File: config.mk
export PLATFORM = sky130hd
export DESIGN_NAME = multicycle_ctrl
export DESIGN_NICKNAME = d
export VERILOG_FILES = /design/src/rtl/ctrl_pkg.sv /design/src/rtl/op_decode.sv /design/src/rtl/multicycle_ctrl.sv
export SDC_FILE = /design/constraint.sdc
export NUM_CORES = 1
export LEC_CHECK = 0
export CAP_MARGIN = 15
export CORE_MARGIN = 2
export CORE_UTILIZATION = 49
export CTS_CLUSTER_DIAMETER = 100
export CTS_CLUSTER_SIZE = 24
export DETAILED_ROUTE_END_ITERATION = 10
export PLACE_DENSITY_LB_ADDON = 0.25
export SYNTH_ARGS = -nofsm -noshare
export SYNTH_HDL_FRONTEND = slang
export SYNTH_SLANG_ARGS = --single-unit
File: constraint.sdc
create_clock -name clk -period 2.3 [get_ports clk]
set_clock_uncertainty 0.1 [all_clocks]
set_input_delay 0.46 -clock clk [delete_from_list [all_inputs] [get_ports clk]]
set_output_delay 0.46 -clock clk [all_outputs]
set_load 0.02 [all_outputs]
File: src/rtl/ctrl_pkg.sv
// ctrl_pkg: shared state codes, opcodes, opcode classes and datapath select codes for multicycle_ctrl
package ctrl_pkg;

    typedef enum logic [2:0] {
        S_FETCH  = 3'd0,
        S_DECODE = 3'd1,
        S_EXEC   = 3'd2,
        S_MEM    = 3'd3,
        S_WB     = 3'd4,
        S_TRAP   = 3'd5
    } state_t;

    localparam logic [6:0] OP_R      = 7'b0110011;
    localparam logic [6:0] OP_IALU   = 7'b0010011;
    localparam logic [6:0] OP_LOAD   = 7'b0000011;
    localparam logic [6:0] OP_STORE  = 7'b0100011;
    localparam logic [6:0] OP_BRANCH = 7'b1100011;
    localparam logic [6:0] OP_JAL    = 7'b1101111;

    localparam logic [1:0] WB_ALU = 2'd0;
    localparam logic [1:0] WB_MEM = 2'd1;
    localparam logic [1:0] WB_PC4 = 2'd2;

    localparam logic PC_PLUS4 = 1'b0;
    localparam logic PC_IMM   = 1'b1;

    typedef struct packed {
        logic r;
        logic ialu;
        logic load;
        logic store;
        logic branch;
        logic jal;
    } op_class_t;

    function automatic logic uses_imm(input op_class_t c);
        return c.ialu | c.load | c.store;
    endfunction

endpackage

File: src/rtl/op_decode.sv
// op_decode: one-hot opcode classification; anything outside the six supported classes is illegal
module op_decode
    import ctrl_pkg::*;
(
    input  logic [6:0] opcode,
    output op_class_t  cls,
    output logic       illegal
);

    always_comb begin
        cls.r      = opcode == OP_R;
        cls.ialu   = opcode == OP_IALU;
        cls.load   = opcode == OP_LOAD;
        cls.store  = opcode == OP_STORE;
        cls.branch = opcode == OP_BRANCH;
        cls.jal    = opcode == OP_JAL;
        illegal    = ~|cls;
    end

endmodule

File: src/rtl/multicycle_ctrl.sv
// multicycle_ctrl: FETCH/DECODE/EXEC/MEM/WB control FSM with sticky illegal trap and retire counter
module multicycle_ctrl
    import ctrl_pkg::*;
(
    input  logic        clk,
    input  logic        rst_n,
    input  logic [6:0]  opcode,
    input  logic        mem_ready,
    input  logic        branch_cond,
    output logic        mem_req,
    output logic        mem_we,
    output logic        ir_we,
    output logic        pc_we,
    output logic        pc_src,
    output logic        reg_we,
    output logic        alu_src_imm,
    output logic [1:0]  wb_sel,
    output logic        illegal,
    output logic [31:0] instret,
    output logic [2:0]  state
);

    state_t    st;
    op_class_t cls_q;
    op_class_t dec_cls;
    logic      dec_ill;
    logic      retire;

    op_decode u_dec (
        .opcode  (opcode),
        .cls     (dec_cls),
        .illegal (dec_ill)
    );

    assign state = st;

    assign retire = (st == S_EXEC && cls_q.branch)
                  | (st == S_MEM && cls_q.store && mem_ready)
                  | (st == S_WB);

    always_ff @(posedge clk or negedge rst_n) begin
        if (!rst_n) begin
            st      <= S_FETCH;
            cls_q   <= '0;
            illegal <= 1'b0;
            instret <= '0;
        end else begin
            if (retire)
                instret <= instret + 32'd1;
            case (st)
                S_FETCH:  if (mem_ready) st <= S_DECODE;
                S_DECODE: begin
                    cls_q <= dec_cls;
                    st    <= dec_ill ? S_TRAP : S_EXEC;
                    if (dec_ill)
                        illegal <= 1'b1;
                end
                S_EXEC:   st <= (cls_q.r | cls_q.ialu | cls_q.jal) ? S_WB
                              : (cls_q.load | cls_q.store) ? S_MEM : S_FETCH;
                S_MEM:    if (mem_ready) st <= cls_q.store ? S_FETCH : S_WB;
                S_WB:     st <= S_FETCH;
                S_TRAP:   st <= S_TRAP;
                default:  st <= S_FETCH;
            endcase
        end
    end

    // Strobes are gated by rst_n so an access in flight is dropped the instant reset asserts
    always_comb begin
        mem_req     = 1'b0;
        mem_we      = 1'b0;
        ir_we       = 1'b0;
        pc_we       = 1'b0;
        pc_src      = PC_PLUS4;
        reg_we      = 1'b0;
        alu_src_imm = 1'b0;
        wb_sel      = WB_ALU;
        if (rst_n) begin
            case (st)
                S_FETCH: begin
                    mem_req = 1'b1;
                    ir_we   = mem_ready;
                end
                S_EXEC: begin
                    alu_src_imm = uses_imm(cls_q);
                    pc_we       = cls_q.branch;
                    pc_src      = cls_q.branch ? branch_cond : PC_PLUS4;
                end
                S_MEM: begin
                    mem_req = 1'b1;
                    mem_we  = cls_q.store;
                    pc_we   = cls_q.store & mem_ready;
                end
                S_WB: begin
                    reg_we = 1'b1;
                    pc_we  = 1'b1;
                    pc_src = cls_q.jal ? PC_IMM : PC_PLUS4;
                    wb_sel = cls_q.jal ? WB_PC4 : cls_q.load ? WB_MEM : WB_ALU;
                end
                default: ;
            endcase
        end
    end

endmodule
==> key figures, run 1 <==
Yosys
  – Cell taking the most area after synthesis: dfrtp_1
  – Arithmetic-cell share of the synthesized area counting full adders, half adders and majority gates: 0.00552
  – Largest family of logic cells by synthesized area: simple AND/OR/NAND/NOR gates
  – Post-synthesis net count: 232
  – Share of synthesized area occupied by flip-flops and latches: 0.463
  – Netlist area before placement: 0.00227 mm2
  – Mux cell area share after synthesis: 0
  – Library cell with the highest instance count after synthesis: dfrtp_1
  – Area fraction of the dominant cell type after synthesis: 0.463
  – #FFs+latches synth: 42
  – Area share of and/or/nand/nor cells after synthesis: 0.311
  – Area contributors post-synth: dfrtp_1, xnor2_1, xor2_1, nand4_1, nor4_2
  – Synthesized instance count: 220
  – Most common flop cell mapped by yosys: dfrtp_1
  – Parity-gate share of the synthesized area counting xor and xnor cells: 0.120
  – Top cells by instance count after synthesis: dfrtp_1, nand2_1, xnor2_1
  – Number of synthesized flops with an enable pin: 0
  – Synthesized-area fraction occupied by ao, oa, aoi and oai cells: 0.0678
  – Post-synth ARST share: 1.00
  – Post-Syn Area per Cell: 10.3 um2
  – YS warnings: 0
  – Cell variety after synth: 48

Worst setup path
  – Startpoint of the worst register-to-register path: state[1]
  – Origin of the worst setup path: state[0]
  – Sort of element at the start of the critical path: register
  – Data arrival, critical path: 1650 ps
  – Critical path peak fanout: 10
  – CP required: 1740 ps
  – Endpoint of the lowest-slack register-to-register path: instret[27]
  – Number of cell instances on the worst register-to-register path: 6
  – Type of element capturing the critical path: output pin
  – Critical setup path kind: reg -> out
  – Worst reg2reg setup slack: between 300 and 400 ps

Power
  – Leakage: 1.19 nW
  – Max VDD drop: around 0.54 mV
  – Pwr Total: roughly 0.0022 W
  – Power per cell area: 728 mW/mm2

Placement
  – Setup slack at placement: -307 ps
  – Placed cell count: ~340
  – Number of I/O port buffers: 55
  – Placed wire-length estimate: 3820 um
  – Final weighted congestion in routability-driven placement: 0.828

Clock network
  – Clock latency reported for the late side of the worst-skew pair: 290 ps
  – Number of buffers added to fix hold violations after cts: 0
  – Number of buffers inserted during clock tree synthesis: 5
  – H-tree depth: 2
  – Largest buffer count on any clock path: 2
  – CTS Root Buffer Type: clkbuf_8
  – Clock transition time at the flip-flop clock pins of the worst setup and hold paths: 80 ps
  – TritonCTS clock tree: done
  – Buffers inserted during post-CTS setup optimization: 0
  – Clock tree sinks: 42

Global routing
  – Maximum number of pins on one net before global-route repair: 31
  – Total global routing overflow: 0
  – Number of global-route vias before repair: 1879
  – All-Layer GR Usage: 0.224
  – Wire length of the first global-routing pass: 9160 um
  – Initial antenna violation count: 0

Route
  – Routed WL per cell: 15.1 um
  – Highest metal layer with signal wires: met4
  – Drt via density: about 5.8
  – Met2 wire len: 2480 um
  – Residual antenna-violating net count after detailed routing: 0
  – Sum of routed wire length over all layers: between 5000 and 6000 um
  – Detailed-route DRC error count: 0
  – Met3 layer wire length in the routed design: 265 um
  – Total iterations of the first detailed-routing run: 4
  – Detailed-route via count: roughly 2000
  – DRC violation total after the first TritonRoute iteration: about 100
  – Routed length on met1: 2380 um

STA
  – Fin crit period: roughly 2200 ps
  – Unrepaired setup endpoints after global routing: false
  – Worst slew margin: 0.669
  – Transition time at the pin with the least slew margin: 496 ps
  – Highest clock frequency the design can meet: approximately 0.45 GHz
  – Final Max Slew Viols: 0
  – Worst setup slack after layout: 89.8 ps
  – Ratio of final minimum period to clock period: 0.961
  – Final number of setup-violating endpoints: 0
  – Count of final hold-check violations: 0

Finish
  – Final core utilization: 0.692
  – Nets: 302
  – Fill cells: 372
  – Area of all sequential standard cells: roughly 0.0011 mm2
  – Area delta synth->final: 34.6%
  – Non-filler instance count after layout: 343
  – Diodes inserted: 0
  – Fraction of final layout cells with drive strength greater than 1: 0.162
  – Area used by multi-input combinational logic: 0.00116 mm2

Job
  – Count of maximum capacitance violations: 0

Die
  – Initial Utilization: 0.514
  – Core box area: approximately 0.0044 mm2
  – Die Y: 72.0 um
  – Num rows: 24
  – Die ar.: 0.00519 mm2
  – IO Count: 56
  – Horizontal die dimension: 72.0 um

Run status
  – Status: complete, no violations

Hold path
  – Path category of the worst min-delay check: in -> async
[cell families after synthesis]
group / count (synthesis)
buffers and inverters: 14
AND/OR/NAND/NOR: 110
adder cells (fa/ha/maj): 1
flip-flops: 42
AO/OA/AOI/OAI: 22
XOR/XNOR: 31
[sequential cells by signal (all words and copies together) (netlist names)]
signal / cells
cls_q: 6
illegal: 1
instret: 32
state: 3
[final cells by class]
class | instances | area share
multi-input cells | 164 | 0.380
flip-flops and latches | 42 | 0.344
repair buffers | 72 | 0.212
clock buffers | 8 | 0.0361
well taps | 52 | 0.0213
inverters | 5 | 0.00615
[layout by cell type, fill, tap and decap left out, types with 7 or more instances in the layout]
cell             instances
nand2_1                 19
dfrtp_1                 42
clkbuf_8                 8
buf_4                   17
nor4_2                   7
clkdlybuf4s50_1         45
nand3_1                 12
nor2_1                  12
xnor2_1                 16
and3_1                   7
nand4_1                 14
xor2_1                  15
[what timing repair did]
| item | 4_1_cts | 5_1_grt |
|---|---|---|
| gates cloned | 0 | 0 |
| resized for setup | 11 | 9 |
| setup endpoints to repair | 9 | 5 |
[metrics by stage]
stage	setup TNS [ps]	instance area (um2)	hold WS, ps
6_report	0	3050	90.3
5_1_grt	0	3050	108
4_1_cts	-5.11	3070	109
3_5_place_dp	-575	2970	353
3_3_place_gp	-538	2970	342
2_1_floorplan	-15.0	2290	64.4
[worst max path at each step]
stage                  end  slack (ps)  depth (start not counted)
2_1_floorplan        pc_we         -20                          6
3_3_place_gp         pc_we        -280                          5
3_5_place_dp         pc_we        -310                          5
4_1_cts              pc_we          -5                          5
5_1_grt        alu_src_imm          10                          6
6_report       alu_src_imm          90                          6
[report_power, final]
group	switching (W)	total [W]	leakage (nW)	internal (W)
Clock	0.000252	0.000556	0.0575	0.000303
Sequential	0.0000827	0.000889	0.502	0.000806
Combinational	0.000436	0.000778	0.628	0.000342
Total	0.000771	0.00222	1.19	0.00145
[metal layers]
layer / up-vias / global-route usage
li1: 935 / -
met4: 0 / 0.0692
met1: 978 / 0.328
met2: 57 / 0.344
met5: - / 0
met3: 7 / 0.0347
[critical path: stages, from the launching register on]
cell and delay (ps):
dfrtp_1 370, buf_4 160, inv_1 70, nand2_1 70, buf_4 150, nor3_1 160
dlygate4sd2_1 360
Note: power is estimated with default switching activity, not from simulation.
==> inputs of run 2 (changes only) <==
--- a/config.mk
+++ b/config.mk
@@ -5,13 +5,15 @@
 export SDC_FILE = /design/constraint.sdc
 export NUM_CORES = 1
 export LEC_CHECK = 0
+export ABC_AREA = 1
 export CAP_MARGIN = 15
 export CORE_MARGIN = 2
-export CORE_UTILIZATION = 49
+export CORE_UTILIZATION = 46
 export CTS_CLUSTER_DIAMETER = 100
 export CTS_CLUSTER_SIZE = 24
 export DETAILED_ROUTE_END_ITERATION = 10
 export PLACE_DENSITY_LB_ADDON = 0.25
+export SETUP_SLACK_MARGIN = 0.5
 export SYNTH_ARGS = -nofsm -noshare
 export SYNTH_HDL_FRONTEND = slang
 export SYNTH_SLANG_ARGS = --single-unit
==> constraint.sdc (replaced) <==
create_clock -name clk -period 1.9 [get_ports clk]
set_clock_uncertainty 0.1 [all_clocks]
set_input_delay 0.38 -clock clk [delete_from_list [all_inputs] [get_ports clk]]
set_output_delay 0.38 -clock clk [all_outputs]
set_load 0.02 [all_outputs]
==> run 2 against run 1 <==
Compared with the run above: the run now ends with setup timing left; utilization rose by 12 points; critical path type unchanged; wire length grew 97%; die area is 22% higher; final cell count up 76%; first-iteration DRC count grew to 3.3 times the previous value; sequential share of layout area fell by 10 points; global-route usage grew 5.5 points; total power increased by 89%; highest routed layer unchanged; worst hold slack gained 37 ps; non-clock buffer count up 62; via count up 68%.
==> key figures, run 2 <==
Finish
  – Area of all placed cells without fillers: 0.00449 mm2 (+47%)
  – Nets: 544 (+80%)
  – Max reg flops: 32 (unchanged)
  – Biggest register: instret
  – Commonest cells after routing, fill and taps aside: nand2_1, buf_4, nor2_1, buf_6, inv_1
  – Diodes inserted: 0 (unchanged)
  – Area of all sequential standard cells: 0.00108 mm2 (+3.2%)
  – Fill cells: 309 (-17%)
  – Non-filler instance count after layout: 605 (+76%)
  – Area used by multi-input combinational logic: 0.00174 mm2 (+50%)
  – Most common library cell in the layout ignoring fill and taps: nand2_1
  – Fraction of final layout cells with drive strength greater than 1: 0.463 (+0.302)
  – Area delta synth->final: 71.6%

Global routing
  – All-Layer GR Usage: 0.278 (+0.0547)
  – Initial antenna violation count: 0 (unchanged)
  – Maximum number of pins on one net before global-route repair: 24 (-23%)
  – Number of global-route vias before repair: 2904 (+55%)
  – Total global routing overflow: 0 (unchanged)
  – Wire length of the first global-routing pass: 13600 um (+48%)

Route
  – Routed WL per cell: 16.9 um (+12%)
  – Drt via density: 5.48 (-4.9%)
  – DRC violation total after the first TritonRoute iteration: 342 (+230%)
  – Detailed-route DRC error count: 0 (unchanged)
  – Residual antenna-violating net count after detailed routing: 0 (unchanged)
  – Detailed-route via count: 3317 (+68%)
  – Sum of routed wire length over all layers: 10200 um (+97%)
  – Total iterations of the first detailed-routing run: 7 (+3)

Yosys
  – Cell variety after synth: 27 (-44%)
  – Share of synthesized area occupied by flip-flops and latches: 0.402 (-0.0618)
  – #FFs+latches synth: 42 (unchanged)
  – Synthesized instance count: 393 (+79%)
  – YS warnings: 0 (unchanged)
  – Netlist area before placement: 0.00262 mm2 (+15%)
  – Post-synth ARST share: 1.00 (unchanged)
  – Cell taking the most area after synthesis: dfrtp_1
  – Most common flop cell mapped by yosys: dfrtp_1
  – Area fraction of the dominant cell type after synthesis: 0.402 (-0.0618)
  – Area contributors post-synth: dfrtp_1, nand2_1, nor2_1, inv_1, nand3_1
  – Post-Syn Area per Cell: 6.66 um2 (-35%)
  – Number of synthesized flops with an enable pin: 0 (unchanged)
  – Library cell with the highest instance count after synthesis: nand2_1
  – Post-synthesis net count: 405 (+75%)
  – Top cells by instance count after synthesis: nand2_1, nor2_1, inv_1

STA
  – Ratio of final minimum period to clock period: 1.04
  – Highest clock frequency the design can meet: 0.505 GHz
  – Count of final hold-check violations: 0 (unchanged)
  – Fin crit period: 1980 ps
  – Setup TNS: -351 ps (-351 ps)
  – Transition time at the pin with the least slew margin: 317 ps (-180 ps)
  – Unrepaired setup endpoints after global routing: true
  – Worst setup slack after layout: -82.1 ps (-172 ps)
  – Final number of setup-violating endpoints: 9 (+9)
  – Worst slew margin: 0.788 (+0.119)
  – Final Max Slew Viols: 0 (unchanged)

Worst setup path
  – Number of cell instances on the worst register-to-register path: 10 (+4)
  – Most used cell, CP: nor2_4
  – Worst reg2reg setup slack: 60 ps (-280 ps)
  – Ordered cell list for the critical path: nor2_4, nand2_4, nor2_4, inv_2, nor3_4, buf_6
  – Data arrival, critical path: 1500 ps (-150 ps)
  – Critical path peak fanout: 4 (-6)
  – Type of element capturing the critical path: output pin
  – Sort of element at the start of the critical path: register
  – CP required: 1420 ps (-320 ps)
  – Crit-path slowest cell: dfrtp_2
  – Startpoint of the worst register-to-register path: state[2]
  – Critical setup path kind: reg -> out
  – Endpoint of the lowest-slack register-to-register path: instret[2]
  – Delay contributed by the slowest stage of the critical path: 460 ps (+90 ps)

Job
  – Count of maximum capacitance violations: 0 (unchanged)

Run status
  – Failing checks: setup timing
  – Status: complete, but fails checks

Clock network
  – TritonCTS clock tree: done
  – Clock transition time at the flip-flop clock pins of the worst setup and hold paths: 90 ps (about the same)
  – Clock latency reported for the late side of the worst-skew pair: 310 ps (+20 ps)
  – H-tree depth: 2 (unchanged)
  – Number of buffers inserted during clock tree synthesis: 5 (unchanged)
  – Largest buffer count on any clock path: 2 (unchanged)
  – CTS Root Buffer Type: clkbuf_8
  – Clock tree sinks: 42 (unchanged)

Power
  – Power per cell area: 934 mW/mm2 (+28%)
  – Leakage: 2.16 nW (+82%)
  – Max VDD drop: 0.892 mV (+64%)

Die
  – Num rows: 27 (+13%)
  – Initial Utilization: 0.475 (-0.0385)
  – Horizontal die dimension: 79.4 um (+10%)
  – Core box area: 0.00551 mm2 (+25%)
  – Die ar.: 0.00631 mm2 (+22%)
  – IO Count: 56 (unchanged)
  – Die Y: 79.4 um (+10%)

Placement
  – Placed cell count: 538 (+61%)
  – Placement Cell Area: 0.00353 mm2 (+19%)
  – Placed wire-length estimate: 5350 um (+40%)
  – Setup slack at placement: -483 ps (-176 ps)
  – Number of I/O port buffers: 55 (unchanged)
  – Final weighted congestion in routability-driven placement: 0.923 (+12%)

Hold path
  – Path category of the worst min-delay check: in -> async
[run 2: cell count changes after synthesis, sizes merged, moves of 8 or more]
cell and change:
inv +43, nand2 +150, nand3 +11, nand4 -9, nor2 +50, nor4 -9, xnor2 -8, xor2 -10
[run 2: how the worst max path moves through the flow]
stage	slack, ps	startpoint	depth (start not counted)	endpoint
floorplan	180	state[0]	5	wb_sel[0]
global placement	-490	mem_ready	8	pc_we
detailed placement	-480	mem_ready	8	pc_we
CTS	-30	state[0]	6	wb_sel[0]
global route	-120	state[0]	6	wb_sel[0]
finish	-80	state[0]	6	wb_sel[0]
[run 2: critical path, delay by kind of cell (launching register included)]
| kind | cells | cell delay [ps] |
|---|---|---|
| and+or+nand+nor | 4 | 530 |
| DFF | 1 | 460 |
| buffers and inverters | 2 | 210 |
[run 2: power by group]
part / switching [W] / leakage [nW] / internal (W)
registers: 0.000152 / 0.523 / 0.000996
logic: 0.00117 / 1.58 / 0.00116
clock network: 0.000335 / 0.0579 / 0.000387
[run 2: routing by layer]
layer	part of all wire	track usage	wire length, um
met5	0	0	0
met2	0.52	0.485	5270
met3	0.071	0.0419	728
met1	0.36	0.342	3700
met4	0.050	0.117	506
[run 2: final cells by class]
type	count	area share
multi-input combinational	300	0.388
timing repair inverter	1	0.00251
clock inverter	3	0.00891
timing repair buffer	134	0.281
sequential	42	0.242
tap	72	0.0201
inverter	48	0.0435
clock buffer	5	0.0153
[run 2: kinds of logic (layout without fill, tap and decap cells)]
kind of cell	Yosys count	after routing	synth area share
and+or+nand+nor	266	266	0.420
DFF	42	42	0.402
AOI/OAI and AO/OA	20	20	0.0435
xor gates and xnor gates	13	13	0.0464
buffers and inverters	51	191	0.0837
adders and majority gates	1	1	0.00478
[run 2: stage by stage]
stage	power (W)	hold slack [ps]	utilization
after global routing	0.00434	152	0.816
after floorplan	0.00190	-15.6	-
after CTS	0.00368	127	0.725
after global placement	0.00231	306	0.642
final	0.00420	127	0.816
after detailed placement	0.00235	310	0.642
[run 2: timing repair]
action,4_1_cts,5_1_grt
endpoints found under the hold margin,19,0
pin swaps,8,20
gates resized for setup,258,95
endpoints found under the setup margin,86,75
cloned,3,1
buffers inserted,34,20
hold buffers,1,0
==> inputs of run 3 (changes only) <==
--- a/config.mk
+++ b/config.mk
@@ -8,7 +8,8 @@
 export ABC_AREA = 1
 export CAP_MARGIN = 15
 export CORE_MARGIN = 2
-export CORE_UTILIZATION = 46
+export CORE_UTILIZATION = 48
+export CTS_BUF_LIST = sky130_fd_sc_hd__clkbuf_8
 export CTS_CLUSTER_DIAMETER = 100
 export CTS_CLUSTER_SIZE = 24
 export DETAILED_ROUTE_END_ITERATION = 10
==> run 3 against run 2 <==
Compared with the run above: the flow still finishes with violations (setup timing); non-clock buffer count rose by 5; largest power group unchanged; critical path depth is 3 higher; design area increased by 7.8%; total power rose by 15%; utilization up 12 points; combinational power increased by 29%.
==> key figures, run 3 (same netlist as run 2, synthesis figures left out) <==
Power
  – Leakage: 2.33 nW (+7.6%)
  – Pwr Total: 0.00482 W (+15%)
  – Power per cell area: 994 mW/mm2 (+6.4%)
  – Switching fraction of total power: 0.427 (+0.0324)
  – Internal portion of total power: 0.00276 W (+8.6%)
  – Share of total power in sequential cells: 0.248 (-0.026)
  – Clock network power share: 0.129 (-0.043)
  – Combinational power share: 0.624 (+0.070)
  – Max VDD drop: 0.922 mV (+3.4%)
  – Switch Pwr: 0.00206 W (+24%)

Route
  – Detailed-route DRC error count: 0 (unchanged)
  – Residual antenna-violating net count after detailed routing: 0 (unchanged)
  – Sum of routed wire length over all layers: 15400 um (+51%)
  – Routed WL per cell: 25.4 um (+51%)
  – DRC violation total after the first TritonRoute iteration: 798 (+130%)
  – Total iterations of the first detailed-routing run: 7 (unchanged)
  – Detailed-route via count: 4033 (+22%)
  – Drt via density: 6.64 (+21%)

Global routing
  – Total global routing overflow: 0 (unchanged)
  – Wire length of the first global-routing pass: 18700 um (+38%)
  – Initial antenna violation count: 1 (+1)
  – Maximum number of pins on one net before global-route repair: 23 (-4.2%)
  – Number of global-route vias before repair: 3618 (+25%)
  – All-Layer GR Usage: 0.401 (+0.122)

Job
  – Count of maximum capacitance violations: 0 (unchanged)

Worst setup path
  – Data arrival, critical path: 2310 ps (+810 ps)
  – Worst reg2reg setup slack: -320 ps (-380 ps)
  – Most used cell, CP: nand2_1
  – CP required: 1990 ps (+570 ps)
  – Number of cell instances on the worst register-to-register path: 9 (-1)
  – Type of element capturing the critical path: register
  – Endpoint of the lowest-slack register-to-register path: instret[23]
  – Crit-path slowest cell: dfrtp_2
  – Startpoint of the worst register-to-register path: instret[0]
  – Origin of the worst setup path: instret[0]
  – Worst setup path endpoint: instret[23]
  – Critical setup path kind: reg -> reg
  – Sort of element at the start of the critical path: register
  – Delay contributed by the slowest stage of the critical path: 430 ps (-30 ps)
  – Ordered cell list for the critical path: buf_12, buf_4, nand2_1, nor2_4, nand3_1, nor3_4, nand2_1, nand2_1, nand2_1
  – Critical path peak fanout: 5 (+1)

Finish
  – Area delta synth->final: 85.0%
  – Commonest cells after routing, fill and taps aside: nand2_1, buf_4, buf_6
  – Area of all sequential standard cells: 0.00108 mm2 (-0.23%)
  – Nets: 548 (+0.74%)
  – Biggest register: instret
  – Fraction of final layout cells with drive strength greater than 1: 0.523 (+0.0599)
  – Diodes inserted: 0 (unchanged)
  – Max reg flops: 32 (unchanged)
  – Most common library cell in the layout ignoring fill and taps: nand2_1
  – Fill cells: 165 (-47%)
  – Area of all placed cells without fillers: 0.00484 mm2 (+7.8%)
  – Non-filler instance count after layout: 607 (+0.33%)
  – Area used by multi-input combinational logic: 0.00196 mm2 (+12%)

STA
  – Highest clock frequency the design can meet: 0.449 GHz (-11%)
  – Transition time at the pin with the least slew margin: 423 ps (+106 ps)
  – Worst slew margin: 0.717 (-0.0711)
  – Final Max Slew Viols: 0 (unchanged)
  – Count of final hold-check violations: 0 (unchanged)
  – Fin crit period: 2220 ps (+243 ps)
  – Unrepaired setup endpoints after global routing: true
  – Worst setup slack after layout: -325 ps (-243 ps)
  – Final number of setup-violating endpoints: 34 (+25)
  – Ratio of final minimum period to clock period: 1.17 (+0.128)

Die
  – Die ar.: 0.00606 mm2 (-4.0%)
  – Die Y: 77.8 um (-2.0%)
  – Initial Utilization: 0.506 (+0.0307)
  – Num rows: 26 (-3.7%)
  – IO Count: 56 (unchanged)
  – Core box area: 0.00517 mm2 (-6.1%)
  – Horizontal die dimension: 77.8 um (-2.0%)

Placement
  – Placed wire-length estimate: 5350 um (about the same)
  – Placed cell count: 536 (-0.37%)
  – Final weighted congestion in routability-driven placement: 0.886 (-4.1%)
  – Placement Cell Area: 0.00354 mm2 (+0.28%)
  – Number of I/O port buffers: 55 (unchanged)

Run status
  – Status: complete, but fails checks
  – Failing checks: setup timing

Clock network
  – Largest buffer count on any clock path: 2 (unchanged)
  – CTS Root Buffer Type: clkbuf_8
  – Number of buffers inserted during clock tree synthesis: 5 (unchanged)
  – H-tree depth: 2 (unchanged)
  – Clock latency reported for the late side of the worst-skew pair: 330 ps (+20 ps)
  – Clock transition time at the flip-flop clock pins of the worst setup and hold paths: 120 ps (+30 ps)
  – Clock tree sinks: 42 (unchanged)
  – TritonCTS clock tree: done

Hold path
  – Path category of the worst min-delay check: in -> async
==> run 3: changes by cell type in the layout (fill, tap and decap cells not counted), moves of 5 or more <==
cell,before,now
xnor2_1,6,0
nand2_1,142,120
buf_4,59,53
xnor2_2,2,8
buf_12,3,8
nand2_2,16,31
nor2_1,42,37
==> run 3: power by group through the flow <==
stage                     clock network [W]  registers, W  logic (W)
final                              0.000621       0.00119    0.00300
after global placement                    0       0.00116    0.00117
after global routing               0.000646       0.00119    0.00306
after detailed placement                  0       0.00117    0.00121
after floorplan                           0       0.00125   0.000648
after CTS                          0.000562       0.00115    0.00248
==> run 3: critical path: cells and delay by family, from the launching register on <==
kind          cells  cell delay, ps
flops             1             430
simple gates      7            1330
buf+inv           2             220
==> run 3: worst min-delay path by stage <==
stage                     cells past startpoint         end  start  slack [ps]
after floorplan                               0    cls_q[0]  rst_n         -20
after detailed placement                      2  instret[4]  rst_n         310
final                                         3  instret[1]  rst_n         110
after CTS                                     3     illegal  rst_n         120
after global placement                        2  instret[3]  rst_n         320
after global routing                          3  instret[1]  rst_n         130
==> run 3: metal layers <==
layer,vias up,share of wire,track usage
met5,-,0.00084,0
met4,2,0.11,0.268
met3,195,0.14,0.0965
met2,478,0.44,0.661
met1,1856,0.31,0.459
li1,1502,-,-
==> run 3: metrics by stage <==
stage               setup slack, ps  TNS [ps]  hold slack (ps)   util
floorplan                       177         0            -15.6      -
global placement               -493     -6450              320  0.685
detailed placement             -496     -7060              315  0.685
CTS                           -47.7     -83.1              121  0.851
global route                   -291     -4260              135  0.936
finish                         -325     -3240              113  0.936
==> run 3: cell type report <==
class,instances,area share
clock inverters,3,0.00232
inverters,48,0.0426
clock buffers,5,0.0142
multi-input cells,300,0.404
flip-flops and latches,42,0.223
well taps,70,0.0181
repair buffers,139,0.295
==> run 3: timing repair <==
item | 4_1_cts | 5_1_grt
hold buffers | 1 | 0
setup endpoints to repair | 85 | 78
hold endpoints to repair | 9 | 0
pin swaps | 45 | 20
buffers inserted | 36 | 20
cloned | 6 | 0
gates resized for setup | 332 | 78
